## src/rtl/hazard_scoreboard_if.sv

```systemverilog
// hazard_scoreboard_if
// Groups the DEC, EXE, later-stage forwarding and long-latency completion
// signals seen by the DEC-stage hazard unit, plus the unit's results.
//
// Parameters: XLEN (datapath width), NUM_RS (DEC source operands),
//             NUM_FWD (forwarding stages after EXE).
// Modports:
//   master - pipeline side: drives DEC/EXE/forward/completion info,
//            receives stall flags, operand data and scoreboard state.
//   slave  - hazard unit side (hazard_scoreboard).
interface hazard_scoreboard_if #(
   parameter int XLEN    = 32,
   parameter int NUM_RS  = 2,
   parameter int NUM_FWD = 2
);
   logic                     dec_valid;
   logic [5*NUM_RS-1:0]      dec_rs;
   logic [NUM_RS-1:0]        dec_rs_renb;
   logic [XLEN*NUM_RS-1:0]   dec_rdata;
   logic [4:0]               dec_rd;
   logic                     dec_rd_wenb;
   logic                     dec_long;
   logic                     dec_flush;

   logic [4:0]               exe_rd;
   logic                     exe_rd_wenb;
   logic [XLEN-1:0]          exe_result;
   logic                     exe_load;
   logic                     exe_csr;

   logic [5*NUM_FWD-1:0]     fwd_rd;
   logic [NUM_FWD-1:0]       fwd_wenb;
   logic [XLEN*NUM_FWD-1:0]  fwd_result;

   logic                     lng_cpl_valid;
   logic [4:0]               lng_cpl_rd;
   logic [XLEN-1:0]          lng_cpl_result;

   logic                     dec_stall;
   logic                     dec_load_use;
   logic                     dec_csr_use;
   logic                     dec_sb_use;
   logic [XLEN*NUM_RS-1:0]   dec_rs_data;
   logic [31:0]              sb_pending;
   logic [31:0]              stall_cycles;

   modport master (
      output dec_valid, dec_rs, dec_rs_renb, dec_rdata, dec_rd, dec_rd_wenb,
             dec_long, dec_flush,
             exe_rd, exe_rd_wenb, exe_result, exe_load, exe_csr,
             fwd_rd, fwd_wenb, fwd_result,
             lng_cpl_valid, lng_cpl_rd, lng_cpl_result,
      input  dec_stall, dec_load_use, dec_csr_use, dec_sb_use, dec_rs_data,
             sb_pending, stall_cycles
   );

   modport slave (
      input  dec_valid, dec_rs, dec_rs_renb, dec_rdata, dec_rd, dec_rd_wenb,
             dec_long, dec_flush,
             exe_rd, exe_rd_wenb, exe_result, exe_load, exe_csr,
             fwd_rd, fwd_wenb, fwd_result,
             lng_cpl_valid, lng_cpl_rd, lng_cpl_result,
      output dec_stall, dec_load_use, dec_csr_use, dec_sb_use, dec_rs_data,
             sb_pending, stall_cycles
   );
endinterface

```

## src/rtl/hazard_scoreboard.sv

```systemverilog
// hazard_scoreboard
// DEC-stage hazard unit: forwards EXE / later-stage / long-op completion
// results to every DEC source operand, stalls DEC on load-use, CSR-use,
// scoreboard (RAW and WAW on long-latency destinations) and
// outstanding-limit hazards, and tracks pending long-latency destinations.
//
// Ports:
//   clk    - core clock
//   rst_n  - asynchronous active-low reset
//   bus    - hazard_scoreboard_if.slave carrying all DEC/EXE/forward/
//            completion inputs and the stall, operand, sb_pending and
//            stall_cycles outputs
//
// Optional feature: define HAZARD_PERF_CNT_EN to build the saturating
// stall-cycle counter; otherwise stall_cycles is tied to zero.
module hazard_scoreboard #(
   parameter int XLEN      = 32,
   parameter int NUM_RS    = 2,
   parameter int NUM_FWD   = 2,
   parameter int LNG_DEPTH = 2
) (
   input logic             clk,
   input logic             rst_n,
   hazard_scoreboard_if.slave bus
);

   localparam logic [3:0] DEPTH = LNG_DEPTH[3:0];

   logic [31:0]            sb_pending_q;
   logic [31:0]            sb_pending_d;
   logic [3:0]             outstanding_q;
   logic [3:0]             outstanding_d;

   logic [NUM_RS-1:0]      load_hit;
   logic [NUM_RS-1:0]      csr_hit;
   logic [NUM_RS-1:0]      sb_hit;
   logic [XLEN-1:0]        src_data [NUM_RS];
   logic [XLEN*NUM_RS-1:0] rs_data_packed;

   logic                   cpl_on_dec_rd;
   logic                   waw_hit;
   logic                   depth_hit;
   logic                   load_use;
   logic                   csr_use;
   logic                   sb_use;
   logic                   stall;
   logic                   issue;

   genvar g;
   for (g = 0; g < NUM_RS; g++) begin : g_src
      logic [4:0]      rs;
      logic            used;
      logic            exe_match;
      logic            cpl_match;
      logic [XLEN-1:0] data;

      // x0 is excluded here, so it can neither forward nor stall.
      assign rs        = bus.dec_rs[5*g +: 5];
      assign used      = bus.dec_rs_renb[g] && (rs != 5'd0);
      assign exe_match = used && bus.exe_rd_wenb && (bus.exe_rd == rs);
      assign cpl_match = used && bus.lng_cpl_valid && (bus.lng_cpl_rd == rs);

      // Operand mux built lowest priority first so that later assignments
      // (nearer stages) win. A load/CSR in EXE has no result yet, so it is
      // never forwarded; the stall covers that case.
      always_comb begin
         data = bus.dec_rdata[XLEN*g +: XLEN];
         if (cpl_match) begin
            data = bus.lng_cpl_result;
         end
         for (int f = NUM_FWD - 1; f >= 0; f--) begin
            if (used && bus.fwd_wenb[f] && (bus.fwd_rd[5*f +: 5] == rs)) begin
               data = bus.fwd_result[XLEN*f +: XLEN];
            end
         end
         if (exe_match && !bus.exe_load && !bus.exe_csr) begin
            data = bus.exe_result;
         end
      end

      assign src_data[g] = data;
      assign load_hit[g] = exe_match && bus.exe_load;
      assign csr_hit[g]  = exe_match && bus.exe_csr;
      // A same-cycle completion both forwards and releases the register.
      assign sb_hit[g]   = used && sb_pending_q[rs] && !cpl_match;
   end

   always_comb begin
      rs_data_packed = '0;
      for (int i = 0; i < NUM_RS; i++) begin
         rs_data_packed[XLEN*i +: XLEN] = src_data[i];
      end
   end

   // Destination-side and structural hazards against the scoreboard.
   assign cpl_on_dec_rd = bus.lng_cpl_valid && (bus.lng_cpl_rd == bus.dec_rd);
   assign waw_hit       = bus.dec_rd_wenb && sb_pending_q[bus.dec_rd] && !cpl_on_dec_rd;
   assign depth_hit     = bus.dec_long && (outstanding_q == DEPTH) && !bus.lng_cpl_valid;

   assign load_use = bus.dec_valid && (|load_hit);
   assign csr_use  = bus.dec_valid && (|csr_hit);
   assign sb_use   = bus.dec_valid && ((|sb_hit) || waw_hit || depth_hit);
   assign stall    = load_use || csr_use || sb_use;

   assign issue = bus.dec_valid && bus.dec_long && bus.dec_rd_wenb && !stall &&
                  !bus.dec_flush && (bus.dec_rd != 5'd0);

   // Next scoreboard state: clear on completion first so that an issue to
   // the same register in the same cycle leaves the bit set. The outstanding
   // count saturates at zero so stray completions after a reset are harmless.
   always_comb begin
      sb_pending_d  = sb_pending_q;
      outstanding_d = outstanding_q;
      if (bus.lng_cpl_valid) begin
         sb_pending_d[bus.lng_cpl_rd] = 1'b0;
      end
      if (issue) begin
         sb_pending_d[bus.dec_rd] = 1'b1;
      end
      sb_pending_d[0] = 1'b0;
      if (issue && !bus.lng_cpl_valid) begin
         outstanding_d = outstanding_q + 4'd1;
      end else if (!issue && bus.lng_cpl_valid && (outstanding_q != 4'd0)) begin
         outstanding_d = outstanding_q - 4'd1;
      end
   end

   // Scoreboard state registers; flush never touches them.
   always_ff @(posedge clk or negedge rst_n) begin
      if (!rst_n) begin
         sb_pending_q  <= '0;
         outstanding_q <= '0;
      end else begin
         sb_pending_q  <= sb_pending_d;
         outstanding_q <= outstanding_d;
      end
   end

`ifdef HAZARD_PERF_CNT_EN
   logic [31:0] stall_cnt_q;

   // Saturating count of stalled DEC cycles.
   always_ff @(posedge clk or negedge rst_n) begin
      if (!rst_n) begin
         stall_cnt_q <= '0;
      end else if (stall && (stall_cnt_q != 32'hFFFF_FFFF)) begin
         stall_cnt_q <= stall_cnt_q + 32'd1;
      end
   end

   assign bus.stall_cycles = stall_cnt_q;
`else
   assign bus.stall_cycles = '0;
`endif

   assign bus.dec_stall    = stall;
   assign bus.dec_load_use = load_use;
   assign bus.dec_csr_use  = csr_use;
   assign bus.dec_sb_use   = sb_use;
   assign bus.dec_rs_data  = rs_data_packed;
   assign bus.sb_pending   = sb_pending_q;

endmodule

```

## src/flat_wrapper.sv

```systemverilog
// flat-port wrapper written by rule: the top's interface ports become plain ports
module hazard_scoreboard_flat 
#(
   parameter int XLEN      = 32,
   parameter int NUM_RS    = 2,
   parameter int NUM_FWD   = 2,
   parameter int LNG_DEPTH = 2
)
  (clk, rst_n, bus_dec_valid, bus_dec_rs, bus_dec_rs_renb, bus_dec_rdata, bus_dec_rd, bus_dec_rd_wenb, bus_dec_long, bus_dec_flush, bus_exe_rd, bus_exe_rd_wenb, bus_exe_result, bus_exe_load, bus_exe_csr, bus_fwd_rd, bus_fwd_wenb, bus_fwd_result, bus_lng_cpl_valid, bus_lng_cpl_rd, bus_lng_cpl_result, bus_dec_stall, bus_dec_load_use, bus_dec_csr_use, bus_dec_sb_use, bus_dec_rs_data, bus_sb_pending, bus_stall_cycles);
  hazard_scoreboard_if #(.XLEN(XLEN), .NUM_RS(NUM_RS), .NUM_FWD(NUM_FWD)) bus_i ();
  input logic clk;
  input logic rst_n;
  input wire logic [$bits(bus_i.dec_valid)-1:0] bus_dec_valid;
  input wire logic [$bits(bus_i.dec_rs)-1:0] bus_dec_rs;
  input wire logic [$bits(bus_i.dec_rs_renb)-1:0] bus_dec_rs_renb;
  input wire logic [$bits(bus_i.dec_rdata)-1:0] bus_dec_rdata;
  input wire logic [$bits(bus_i.dec_rd)-1:0] bus_dec_rd;
  input wire logic [$bits(bus_i.dec_rd_wenb)-1:0] bus_dec_rd_wenb;
  input wire logic [$bits(bus_i.dec_long)-1:0] bus_dec_long;
  input wire logic [$bits(bus_i.dec_flush)-1:0] bus_dec_flush;
  input wire logic [$bits(bus_i.exe_rd)-1:0] bus_exe_rd;
  input wire logic [$bits(bus_i.exe_rd_wenb)-1:0] bus_exe_rd_wenb;
  input wire logic [$bits(bus_i.exe_result)-1:0] bus_exe_result;
  input wire logic [$bits(bus_i.exe_load)-1:0] bus_exe_load;
  input wire logic [$bits(bus_i.exe_csr)-1:0] bus_exe_csr;
  input wire logic [$bits(bus_i.fwd_rd)-1:0] bus_fwd_rd;
  input wire logic [$bits(bus_i.fwd_wenb)-1:0] bus_fwd_wenb;
  input wire logic [$bits(bus_i.fwd_result)-1:0] bus_fwd_result;
  input wire logic [$bits(bus_i.lng_cpl_valid)-1:0] bus_lng_cpl_valid;
  input wire logic [$bits(bus_i.lng_cpl_rd)-1:0] bus_lng_cpl_rd;
  input wire logic [$bits(bus_i.lng_cpl_result)-1:0] bus_lng_cpl_result;
  output wire logic [$bits(bus_i.dec_stall)-1:0] bus_dec_stall;
  output wire logic [$bits(bus_i.dec_load_use)-1:0] bus_dec_load_use;
  output wire logic [$bits(bus_i.dec_csr_use)-1:0] bus_dec_csr_use;
  output wire logic [$bits(bus_i.dec_sb_use)-1:0] bus_dec_sb_use;
  output wire logic [$bits(bus_i.dec_rs_data)-1:0] bus_dec_rs_data;
  output wire logic [$bits(bus_i.sb_pending)-1:0] bus_sb_pending;
  output wire logic [$bits(bus_i.stall_cycles)-1:0] bus_stall_cycles;
  assign bus_i.dec_valid = bus_dec_valid;
  assign bus_i.dec_rs = bus_dec_rs;
  assign bus_i.dec_rs_renb = bus_dec_rs_renb;
  assign bus_i.dec_rdata = bus_dec_rdata;
  assign bus_i.dec_rd = bus_dec_rd;
  assign bus_i.dec_rd_wenb = bus_dec_rd_wenb;
  assign bus_i.dec_long = bus_dec_long;
  assign bus_i.dec_flush = bus_dec_flush;
  assign bus_i.exe_rd = bus_exe_rd;
  assign bus_i.exe_rd_wenb = bus_exe_rd_wenb;
  assign bus_i.exe_result = bus_exe_result;
  assign bus_i.exe_load = bus_exe_load;
  assign bus_i.exe_csr = bus_exe_csr;
  assign bus_i.fwd_rd = bus_fwd_rd;
  assign bus_i.fwd_wenb = bus_fwd_wenb;
  assign bus_i.fwd_result = bus_fwd_result;
  assign bus_i.lng_cpl_valid = bus_lng_cpl_valid;
  assign bus_i.lng_cpl_rd = bus_lng_cpl_rd;
  assign bus_i.lng_cpl_result = bus_lng_cpl_result;
  assign bus_dec_stall = bus_i.dec_stall;
  assign bus_dec_load_use = bus_i.dec_load_use;
  assign bus_dec_csr_use = bus_i.dec_csr_use;
  assign bus_dec_sb_use = bus_i.dec_sb_use;
  assign bus_dec_rs_data = bus_i.dec_rs_data;
  assign bus_sb_pending = bus_i.sb_pending;
  assign bus_stall_cycles = bus_i.stall_cycles;
  hazard_scoreboard #(.XLEN(XLEN), .NUM_RS(NUM_RS), .NUM_FWD(NUM_FWD), .LNG_DEPTH(LNG_DEPTH)) u_core (.clk(clk), .rst_n(rst_n), .bus(bus_i));
endmodule
```

## config.mk

```make
export PLATFORM = sky130hd
export DESIGN_NAME = hazard_scoreboard_flat
export DESIGN_NICKNAME = d
export VERILOG_FILES = /design/src/rtl/hazard_scoreboard_if.sv /design/src/rtl/hazard_scoreboard.sv /design/src/flat_wrapper.sv
export SDC_FILE = /design/constraint.sdc
export NUM_CORES = 1
export LEC_CHECK = 0
export CAP_MARGIN = 15
export CORE_ASPECT_RATIO = 2
export CORE_MARGIN = 10
export CORE_UTILIZATION = 34
export CTS_CLUSTER_DIAMETER = 50
export CTS_CLUSTER_SIZE = 20
export DETAILED_ROUTE_END_ITERATION = 16
export PLACE_DENSITY = 0.78
export SLEW_MARGIN = 5
export SYNTH_ARGS = -nofsm -noshare
export SYNTH_HDL_FRONTEND = slang
export SYNTH_SLANG_ARGS = --single-unit
```

## constraint.sdc

```tcl
create_clock -name clk -period 3.5 [get_ports clk]
set_clock_uncertainty 0.1 [all_clocks]
set_input_delay 0.525 -clock clk [delete_from_list [all_inputs] [get_ports clk]]
set_output_delay 0.525 -clock clk [all_outputs]
set_load 0.02 [all_outputs]
```

==> results of run 1 <==
[kinds of logic after synthesis]
kind of cell    Yosys count
compound gates          292
simple gates            236
buf+inv                 110
mux                     109
xor+xnor                 47
flops                    35
fa+ha+maj                 3
other cells               1
[worst min-delay path by stage]
stage / from / endpoint / slack, ns
after floorplan: rst_n / u_core.bus.sb_pending[10] / 0.13
after global placement: u_core.outstanding_q[3] / u_core.outstanding_q[3] / 0.36
after detailed placement: u_core.outstanding_q[3] / u_core.outstanding_q[3] / 0.36
after CTS: u_core.outstanding_q[3] / u_core.outstanding_q[3] / 0.37
after global routing: u_core.outstanding_q[3] / u_core.outstanding_q[3] / 0.39
final: u_core.outstanding_q[3] / u_core.outstanding_q[3] / 0.37
[report_power, final]
| part | switching (W) | internal [W] | leakage, nW |
|---|---|---|---|
| logic | 0.000594 | 0.000669 | 3.94 |
| clock network | 0.000173 | 0.000408 | 0.0900 |
| registers | 0.0000614 | 0.000449 | 0.477 |
| total | 0.000828 | 0.00153 | 4.51 |
[worst max-delay path, delay by kind of cell]
kind            cells  cell delay, ns
buf+inv             4            0.81
compound gates      5            0.90
simple gates        2            0.65
[what timing repair did]
| item | CTS | global route |
|---|---|---|
| pin swaps | 32 | 49 |
| gates cloned | 4 | 3 |
| buffers inserted | 14 | 6 |
| resized for setup | 336 | 85 |
| endpoints found under the setup margin | 99 | 59 |
| endpoints found under the hold margin | 0 | 0 |
[area by class of cell]
cell class / instances / area (um^2) / area share (%)
diodes: 2 / 5.00 / 0.0458
clock buffers: 5 / 125 / 1.14
clock inverters: 3 / 67.6 / 0.618
well taps: 210 / 263 / 2.40
flip-flops and latches: 35 / 876 / 8.01
multi-input cells: 720 / 4920 / 45.0
repair buffers: 495 / 4660 / 42.7
inverters: 3 / 11.3 / 0.103
[synth_stat cells, drive strengths merged, types with 9 or more instances]
cell type,number,area (um^2)
a21oi,134,671
o21ai,69,345
mux4,9,203
xor2,21,184
a211oi,65,488
nand3,16,85.1
dfrtp,35,876
buf,56,354
nor2,144,541
nand3b,9,67.6
xnor2,26,228
nand2,18,67.6
mux2i,96,961
clkbuf,51,191
[metal layers]
metal  vias to the layer above  GRT usage (%)  wire (um)
li1                       3830              -          -
met1                      3913           30.0      12200
met2                       618           44.9      16300
met3                        98           7.44       3900
met4                         0           8.52       1340
met5                         -              0          0
[state kept, by name (all words and copies together) (netlist names)]
register / flops
u_core.bus.sb_pending: 31
u_core.outstanding_q: 4
[metrics by stage]
step / hold slack (ns) / cell area (um^2)
floorplan: 0.129 / 6040
global placement: 0.358 / 10300
detailed placement: 0.363 / 10300
CTS: 0.370 / 10600
global route: 0.394 / 10900
finish: 0.371 / 10900
==> results.json, run 1 <==
{
  "whs_path_depth": 1,
  "port_buffers": 339,
  "setup_viol": 1,
  "cts-root-buf": "clkbuf_16",
  "grt_first_pass_wirelength_um": 49000,
  "finalCriticalPeriod_ns": 3.52,
  "ir_drop_uv": 326,
  "wirelength_um": 33800,
  "status": "finished with violations",
  "fin_cells": 1473,
  "synth_compound_area_share_pct": 28.8,
  "vias_per_cell": 5.74,
  "setup_slack_ns": -0.0184,
  "reg2reg_from": "u_core.bus.sb_pending[15]",
  "layout-drive-gt1-share_pct": 25.5,
  "path_class": "in -> out",
  "layout_common_cells": "clkdlybuf4s50_1, buf_4, nor2_1",
  "synth_top_family_by_area": "compound AO/OA/AOI/OAI gates",
  "synthCells": 833,
  "slew_viol_final": 0,
  "wl_per_cell_um": 22.9,
  "p_leak_nw": 4.51,
  "required_ns": 2.87,
  "coreArea_um2": 17100,
  "end_kind": "primary output",
  "die_area_um2": 23300,
  "crit_path_max_fanout": 5,
  "hp-class": "reg -> reg",
  "crit_arrival_ns": 2.89,
  "final_common_cell": "clkdlybuf4s50_1",
  "pre_cts_ws_ns": -0.741,
  "yosys.area_share.xor_xnor_pct": 7.00,
  "ioPinCount": 373,
  "grt.total_usage_pct": 26.0,
  "drt_iter0_markers": 790,
  "remaining_drc_errors": 0,
  "hold_buffers": 0,
  "cts_tree": "built",
  "max_stage_delay_ns": 0.50,
  "start_kind": "input port",
  "synth_adder_area_share_pct": 0.766,
  "worstSkewPairLatency_ns": 0.28,
  "std_cell_rows": 68,
  "finalHoldViolCount": 0,
  "tightest_slew_ns": 0.527,
  "total_power_w": 0.00235,
  "rsz0062_at_grt": "yes",
  "drv_cap": 0,
  "ys_seq_area_share_pct": 14.9,
  "fmax_mhz": 284,
  "placedCellCount": 1441,
  "synth-seq-cells": 35,
  "fin_crit_sh_pct": 101,
  "violations": "setup timing",
  "routabilityCongestion": 0.998,
  "endpoint": "bus_dec_stall",
  "antenna_found_initial": 0,
  "pwr_density_cell_nw_per_um2": 215,
  "muxShareOfSynthArea_pct": 20.5,
  "clockBufferDepth": 2,
  "clock-sinks": 35,
  "grt_max_degree": 36,
  "ys_warn_count": 0,
  "slowest_stage": "or3b_2",
  "crit_path_cell_trace": "clkdlybuf4s15_1, buf_4, or3b_2, o21ai_0, o31ai_2, nand4_1, a32oi_2, buf_4, a21oi_2, o21bai_1, buf_2",
  "timing.setup.tns_ns": -0.0184,
  "ys_types": 54,
  "start_util_pct": 34.4,
  "syn_avg_cell_area_um2": 7.06,
  "grt_pass1_vias": 8673,
  "cts_made_buffers": 5,
  "reg2reg_to": "u_core.outstanding_q[1]",
  "synth-simple-area-share_pct": 18.5,
  "rr_worst_depth": 10,
  "die_height_um": 206,
  "final_net_count": 1504,
  "dp_hpwl_um": 26300,
  "htreeDepth": 2,
  "critical_path.most_common_cell": "buf_4",
  "timing.critical_path.from": "bus_dec_rd[4]",
  "first_pass_iters": 5,
  "finish.utilization_pct": 63.9,
  "gr-total-overflow": 0,
  "rrSetupSlack_ns": 0.12,
  "vias": 8459,
  "path_clk_slew_ns": 0.06,
  "netlist_area_um2": 5880,
  "syn_to_final_growth_pct": 85.8,
  "synth_ff_type": "dfrtp_1",
  "synth_edf_count": 0,
  "slew_headroom_pct": 64.7,
  "die_x_um": 113,
  "ant_nets": 0,
  "fillers": 1428,
  "ys_async_sr_fraction_pct": 100
}
No activity file was read; power rests on OpenSTA's default activity.
==> run 2: changes to the inputs <==
--- a/config.mk
+++ b/config.mk
@@ -12,7 +12,9 @@
 export CTS_CLUSTER_DIAMETER = 50
 export CTS_CLUSTER_SIZE = 20
 export DETAILED_ROUTE_END_ITERATION = 16
+export GPL_TIMING_DRIVEN = 0
 export PLACE_DENSITY = 0.78
+export SETUP_SLACK_MARGIN = 0.02
 export SLEW_MARGIN = 5
 export SYNTH_ARGS = -nofsm -noshare
 export SYNTH_HDL_FRONTEND = slang
==> run 2 against run 1 <==
The run now ends clean. Design area up 0.68%. Via count increased by 0.93%. Sequential cell count did not move. Worst setup slack better by 0.083 ns. Combinational power barely moved. Largest power group unchanged. Highest routed layer unchanged.
==> results.json, run 2 (synthesis gave the netlist of run 1 again) <==
{
  "status": "complete, no violations",
  "clock-sinks": 35,
  "slew_headroom_pct": 35.7,
  "slowest_stage": "or4_4",
  "hp-class": "in -> async",
  "start_util_pct": 34.4,
  "finalHoldViolCount": 0,
  "cts_made_buffers": 5,
  "std_cell_rows": 68,
  "worstSkewPairLatency_ns": 0.29,
  "pwr_density_cell_nw_per_um2": 213,
  "gr-total-overflow": 0,
  "pwr-share-seq_pct": 22.0,
  "cts_tree": "built",
  "antenna_found_initial": 0,
  "remaining_drc_errors": 0,
  "cpLargestDelayFamily": "buffers and inverters",
  "start_kind": "input port",
  "path_clk_slew_ns": 0.06,
  "routabilityCongestion": 1.00,
  "coreArea_um2": 17100,
  "port_buffers": 330,
  "setup_slack_ns": 0.0642,
  "wl_per_cell_um": 24.9,
  "layout_common_cells": "clkdlybuf4s50_1, nor2_1, a21oi_1",
  "die_x_um": 113,
  "vias": 8538,
  "reg2reg_to": "u_core.outstanding_q[3]",
  "layout-drive-gt1-share_pct": 27.5,
  "p_int_w": 0.00149,
  "path_class": "in -> out",
  "setup_viol": 0,
  "pre_cts_ws_ns": -1.76,
  "fin_crit_sh_pct": 98.2,
  "combPwrFrac_pct": 55.1,
  "required_ns": 2.87,
  "power_switching_w": 0.000857,
  "hold_ws_ns": 0.225,
  "wirelength_um": 36900,
  "crit_path_cell_trace": "buf_4, or4_4, o21ai_4, buf_12, nor3_4, buf_12, buf_4, clkbuf_4, a211oi_2, a21oi_1, a21oi_2, buf_6",
  "dp_hpwl_um": 27600,
  "grt_max_degree": 36,
  "htreeDepth": 2,
  "fillers": 1482,
  "ant_nets": 0,
  "ioPinCount": 373,
  "finalCriticalPeriod_ns": 3.44,
  "syn_to_final_growth_pct": 87.1,
  "rrSetupSlack_ns": 0.14,
  "final_net_count": 1515,
  "crit_path_max_fanout": 10,
  "rsz0062_at_grt": "yes",
  "reg2reg_from": "u_core.bus.sb_pending[26]",
  "path_buf_inv": 6,
  "grt_first_pass_wirelength_um": 53500,
  "drv_cap": 0,
  "switching_share_pct": 36.6,
  "grt.total_usage_pct": 29.0,
  "p_leak_nw": 4.50,
  "cts-root-buf": "clkbuf_16",
  "vias_per_cell": 5.76,
  "first_pass_iters": 5,
  "drt_iter0_markers": 687,
  "slew_viol_final": 0,
  "ir_drop_uv": 370,
  "diodes": 0,
  "end_kind": "primary output",
  "final_common_cell": "clkdlybuf4s50_1",
  "grt_pass1_vias": 8710,
  "total_power_w": 0.00234,
  "max_stage_delay_ns": 0.56,
  "crit_arrival_ns": 2.81,
  "regArea_um2": 883,
  "rr_worst_depth": 13,
  "multiInputGateArea_um2": 5100,
  "die_area_um2": 23300,
  "clockBufferDepth": 2,
  "clockPowerShare_pct": 22.9,
  "largest_register_ffs": 31,
  "die_height_um": 206,
  "fmax_mhz": 291,
  "tightest_slew_ns": 0.961,
  "hold_buffers": 0
}
[run 2: power groups by stage]
stage,sequential (W),combinational (W),clock [W]
floorplan,0.000527,0.000561,0
detailed placement,0.000524,0.00116,0
CTS,0.000510,0.00123,0.000535
global route,0.000523,0.00138,0.000556
finish,0.000517,0.00129,0.000535
global placement,0.000523,0.00113,0
[run 2: metrics by stage]
stage                     utilization, %  TNS [ns]  instances  instance area, um^2
after CTS                           63.2         0       1473                10800
after floorplan                        -         0        865                 6040
final                               64.3         0       1482                11000
after global routing                64.3   -0.0402       1482                11000
after detailed placement            56.2   -108.73       1405                 9610
after global placement              56.2   -115.65       1405                 9610
[run 2: worst max path at each step]
| stage | start | endpoint | slack (ns) | depth (start not counted) |
|---|---|---|---|---|
| CTS | bus_exe_rd[2] | bus_dec_rs_data[53] | 0.01 | 10 |
| detailed placement | bus_lng_cpl_rd[3] | bus_dec_rs_data[61] | -1.76 | 12 |
| global placement | bus_dec_rs[1] | bus_dec_rs_data[25] | -2.08 | 10 |
| global route | bus_exe_rd[2] | bus_dec_rs_data[53] | -0.01 | 11 |
| floorplan | bus_dec_rs[5] | u_core.outstanding_q[1] | 0.02 | 12 |
| finish | bus_dec_rs[4] | bus_dec_rs_data[25] | 0.06 | 12 |
[run 2: area by class of cell]
cell class	instances	share of cell area, %
plain buffers	103	7.89
clock buffers	6	1.26
clock inverters	2	0.353
inverters	3	0.102
multi-input cells	724	46.4
flip-flops and latches	35	8.03
well taps	210	2.39
repair buffers	399	33.6
[run 2: routing by layer]
metal	up-vias	part of all wire, %	track usage (%)
met5	-	0	0
met3	74	9.5	7.27
met4	0	3.0	7.33
met2	590	49	50.6
li1	3866	-	-
met1	4008	38	34.3
[run 2: worst register-to-register path, stage by stage, from the launching register on]
cell and delay, ns:
dfrtp_2 0.43, mux4_2 0.49, a32o_2 0.27, o31ai_4 0.22
nand4_1 0.17, a32oi_2 0.27, nand3_2 0.14, or2_4 0.28
ha_4 0.21, a21o_1 0.17, a21oi_2 0.16, and2_1 0.14
mux2i_1 0.08, xnor2_1 0.13
[run 2: timing repair]
action	CTS	global route
cloned	9	1
gates resized for setup	451	120
pin swaps	33	40
endpoints found under the setup margin	71	71
setup buffers	54	9
==> run 3: changes to the inputs <==
--- a/config.mk
+++ b/config.mk
@@ -6,14 +6,13 @@
 export NUM_CORES = 1
 export LEC_CHECK = 0
 export CAP_MARGIN = 15
-export CORE_ASPECT_RATIO = 2
-export CORE_MARGIN = 10
-export CORE_UTILIZATION = 34
+export CORE_AREA = 2 2 143 145
 export CTS_CLUSTER_DIAMETER = 50
 export CTS_CLUSTER_SIZE = 20
 export DETAILED_ROUTE_END_ITERATION = 16
+export DIE_AREA = 0 0 145 147
 export GPL_TIMING_DRIVEN = 0
-export PLACE_DENSITY = 0.78
+export PLACE_DENSITY = 0.69
 export SETUP_SLACK_MARGIN = 0.02
 export SLEW_MARGIN = 5
 export SYNTH_ARGS = -nofsm -noshare
==> run 3 against run 2 <==
Highest routed layer unchanged. Worst setup slack got worse by 0.012 ns. Largest power group unchanged. Non-clock buffer count is 20 lower. Largest cell class unchanged. Register-to-register slack lost 0.06 ns.
==> results.json, run 3 (synthesis gave the netlist of run 1 again) <==
{
  "drv_cap": 0,
  "path_clk_slew_ns": 0.06,
  "crit_path_max_fanout": 8,
  "wirelength_um": 32500,
  "end_kind": "primary output",
  "vias": 8322,
  "grt.total_usage_pct": 28.0,
  "final_net_count": 1493,
  "largest_register_ffs": 31,
  "rsz0062_at_grt": "yes",
  "hold_buffers": 0,
  "die_x_um": 145,
  "rr_worst_depth": 12,
  "hp-class": "in -> async",
  "path_class": "in -> out",
  "pwr_density_cell_nw_per_um2": 208,
  "timing.setup.tns_ns": 0,
  "die_height_um": 147,
  "grt_max_degree": 36,
  "ioPinCount": 373,
  "crit_path_cell_trace": "buf_12, or4_4, o21ai_4, buf_6, nor2_4, buf_12, buf_8, buf_16, mux2i_4, a211oi_2, a21oi_1, a21oi_1, buf_4",
  "slowest_stage": "or4_4",
  "drt_iter0_markers": 618,
  "slew_headroom_pct": 47.7,
  "antenna_found_initial": 5,
  "p_leak_nw": 4.34,
  "dp_hpwl_um": 24100,
  "fin_cells": 1525,
  "setup_viol": 0,
  "ant_nets": 0,
  "htreeDepth": 2,
  "routabilityCongestion": 0.981,
  "syn_to_final_growth_pct": 84.5,
  "first_pass_iters": 5,
  "reg2reg_from": "u_core.bus.sb_pending[15]",
  "start_kind": "input port",
  "start_util_pct": 29.6,
  "coreArea_um2": 19800,
  "vias_per_cell": 5.46,
  "crit_arrival_ns": 2.82,
  "clockBufferDepth": 2,
  "finalCriticalPeriod_ns": 3.45,
  "required_ns": 2.87,
  "fin_crit_sh_pct": 98.5,
  "wl_per_cell_um": 21.3,
  "finalHoldViolCount": 0,
  "final_common_cell": "clkdlybuf4s50_1",
  "std_cell_rows": 52,
  "cts_made_buffers": 5,
  "tightest_slew_ns": 0.784,
  "grt_first_pass_wirelength_um": 47400,
  "die_area_um2": 21300,
  "cpLargestDelayFamily": "buffers and inverters",
  "reg2reg_to": "u_core.outstanding_q[3]",
  "rrSetupSlack_ns": 0.08,
  "placedCellCount": 1465,
  "max_stage_delay_ns": 0.55,
  "path_buf_inv": 6,
  "gr-total-overflow": 0,
  "ir_drop_uv": 257,
  "cts_tree": "built",
  "cts-root-buf": "clkbuf_16",
  "fmax_mhz": 290,
  "port_buffers": 330,
  "layout-drive-gt1-share_pct": 26.1,
  "worstSkewPairLatency_ns": 0.28,
  "grt_pass1_vias": 8129,
  "remaining_drc_errors": 0,
  "status": "complete, no violations",
  "clock-sinks": 35,
  "slew_viol_final": 0,
  "fillers": 1891,
  "layout_common_cells": "clkdlybuf4s50_1, nor2_1, a21oi_1"
}
run 3: cell types whose count changed in the layout (fill, tap and decap cells not counted), sizes merged:
| cell | previous run | this run |
|---|---|---|
| diode | 0 | 5 |
| clkdlybuf4s15 | 3 | 8 |
| clkdlybuf4s50 | 252 | 250 |
| clkinvlp | 0 | 1 |
| buf | 198 | 174 |
| dlygate4sd2 | 2 | 5 |
| clkbuf | 51 | 50 |
| nand2b | 8 | 6 |
| bufinv | 1 | 0 |
| inv | 4 | 3 |
run 3: worst max-delay path by stage:
| stage | depth (start not counted) | to | slack, ns | from |
|---|---|---|---|---|
| 4_1_cts | 12 | bus_dec_rs_data[36] | -0.0007 | bus_dec_rs[7] |
| 3_3_place_gp | 10 | bus_dec_rs_data[4] | -1.83 | bus_dec_rs[1] |
| 5_1_grt | 19 | u_core.outstanding_q[3] | -0.03 | bus_lng_cpl_rd[3] |
| 6_report | 13 | bus_dec_rs_data[61] | 0.05 | bus_dec_rs[7] |
| 3_5_place_dp | 12 | bus_dec_rs_data[33] | -1.74 | bus_lng_cpl_rd[3] |
| 2_1_floorplan | 12 | u_core.outstanding_q[1] | 0.02 | bus_dec_rs[5] |
run 3: timing repair:
action / CTS / global route
endpoints found under the setup margin: 100 / 69
pin swaps: 25 / 23
setup buffers: 42 / 6
resized for setup: 428 / 120
gates cloned: 2 / 2
hold endpoints to repair: 0 / 0
run 3: through the flow:
step | hold slack, ns | total power [W] | cell area [um^2] | setup WS (ns) | util, %
floorplan | 0.129 | 0.00109 | 6040 | 0.0202 | -
global placement | 0.372 | 0.00165 | 9680 | -1.83 | 48.8
detailed placement | 0.376 | 0.00167 | 9690 | -1.74 | 48.8
CTS | 0.256 | 0.00218 | 10600 | -0.000745 | 53.2
global route | 0.300 | 0.00236 | 10800 | -0.0284 | 54.7
finish | 0.226 | 0.00225 | 10900 | 0.0517 | 54.7
run 3: report_power, final:
part,switching [W],internal (W),total (W)
Clock,0.000170,0.000302,0.000472
Combinational,0.000591,0.000672,0.00126
Sequential,0.0000694,0.000450,0.000519
run 3: final cells by class:
class | instances | area [um^2] | area share, %
clock inverter | 1 | 7.51 | 0.0692
sequential | 35 | 883 | 8.14
inverter | 3 | 11.3 | 0.104
buffer | 103 | 857 | 7.90
timing repair buffer | 379 | 3520 | 32.4
tap | 270 | 338 | 3.11
multi-input combinational | 722 | 5070 | 46.7
antenna | 5 | 12.5 | 0.115
clock buffer | 7 | 153 | 1.41
run 3: per-layer routing:
| layer | vias to the layer above | share of wire (%) | track usage, % |
|---|---|---|---|
| li1 | 3816 | - | - |
| met1 | 3931 | 40 | 35.9 |
| met2 | 501 | 48 | 47.5 |
| met3 | 74 | 8.8 | 5.34 |
| met4 | 0 | 3.6 | 9.46 |
| met5 | - | 0 | 0 |
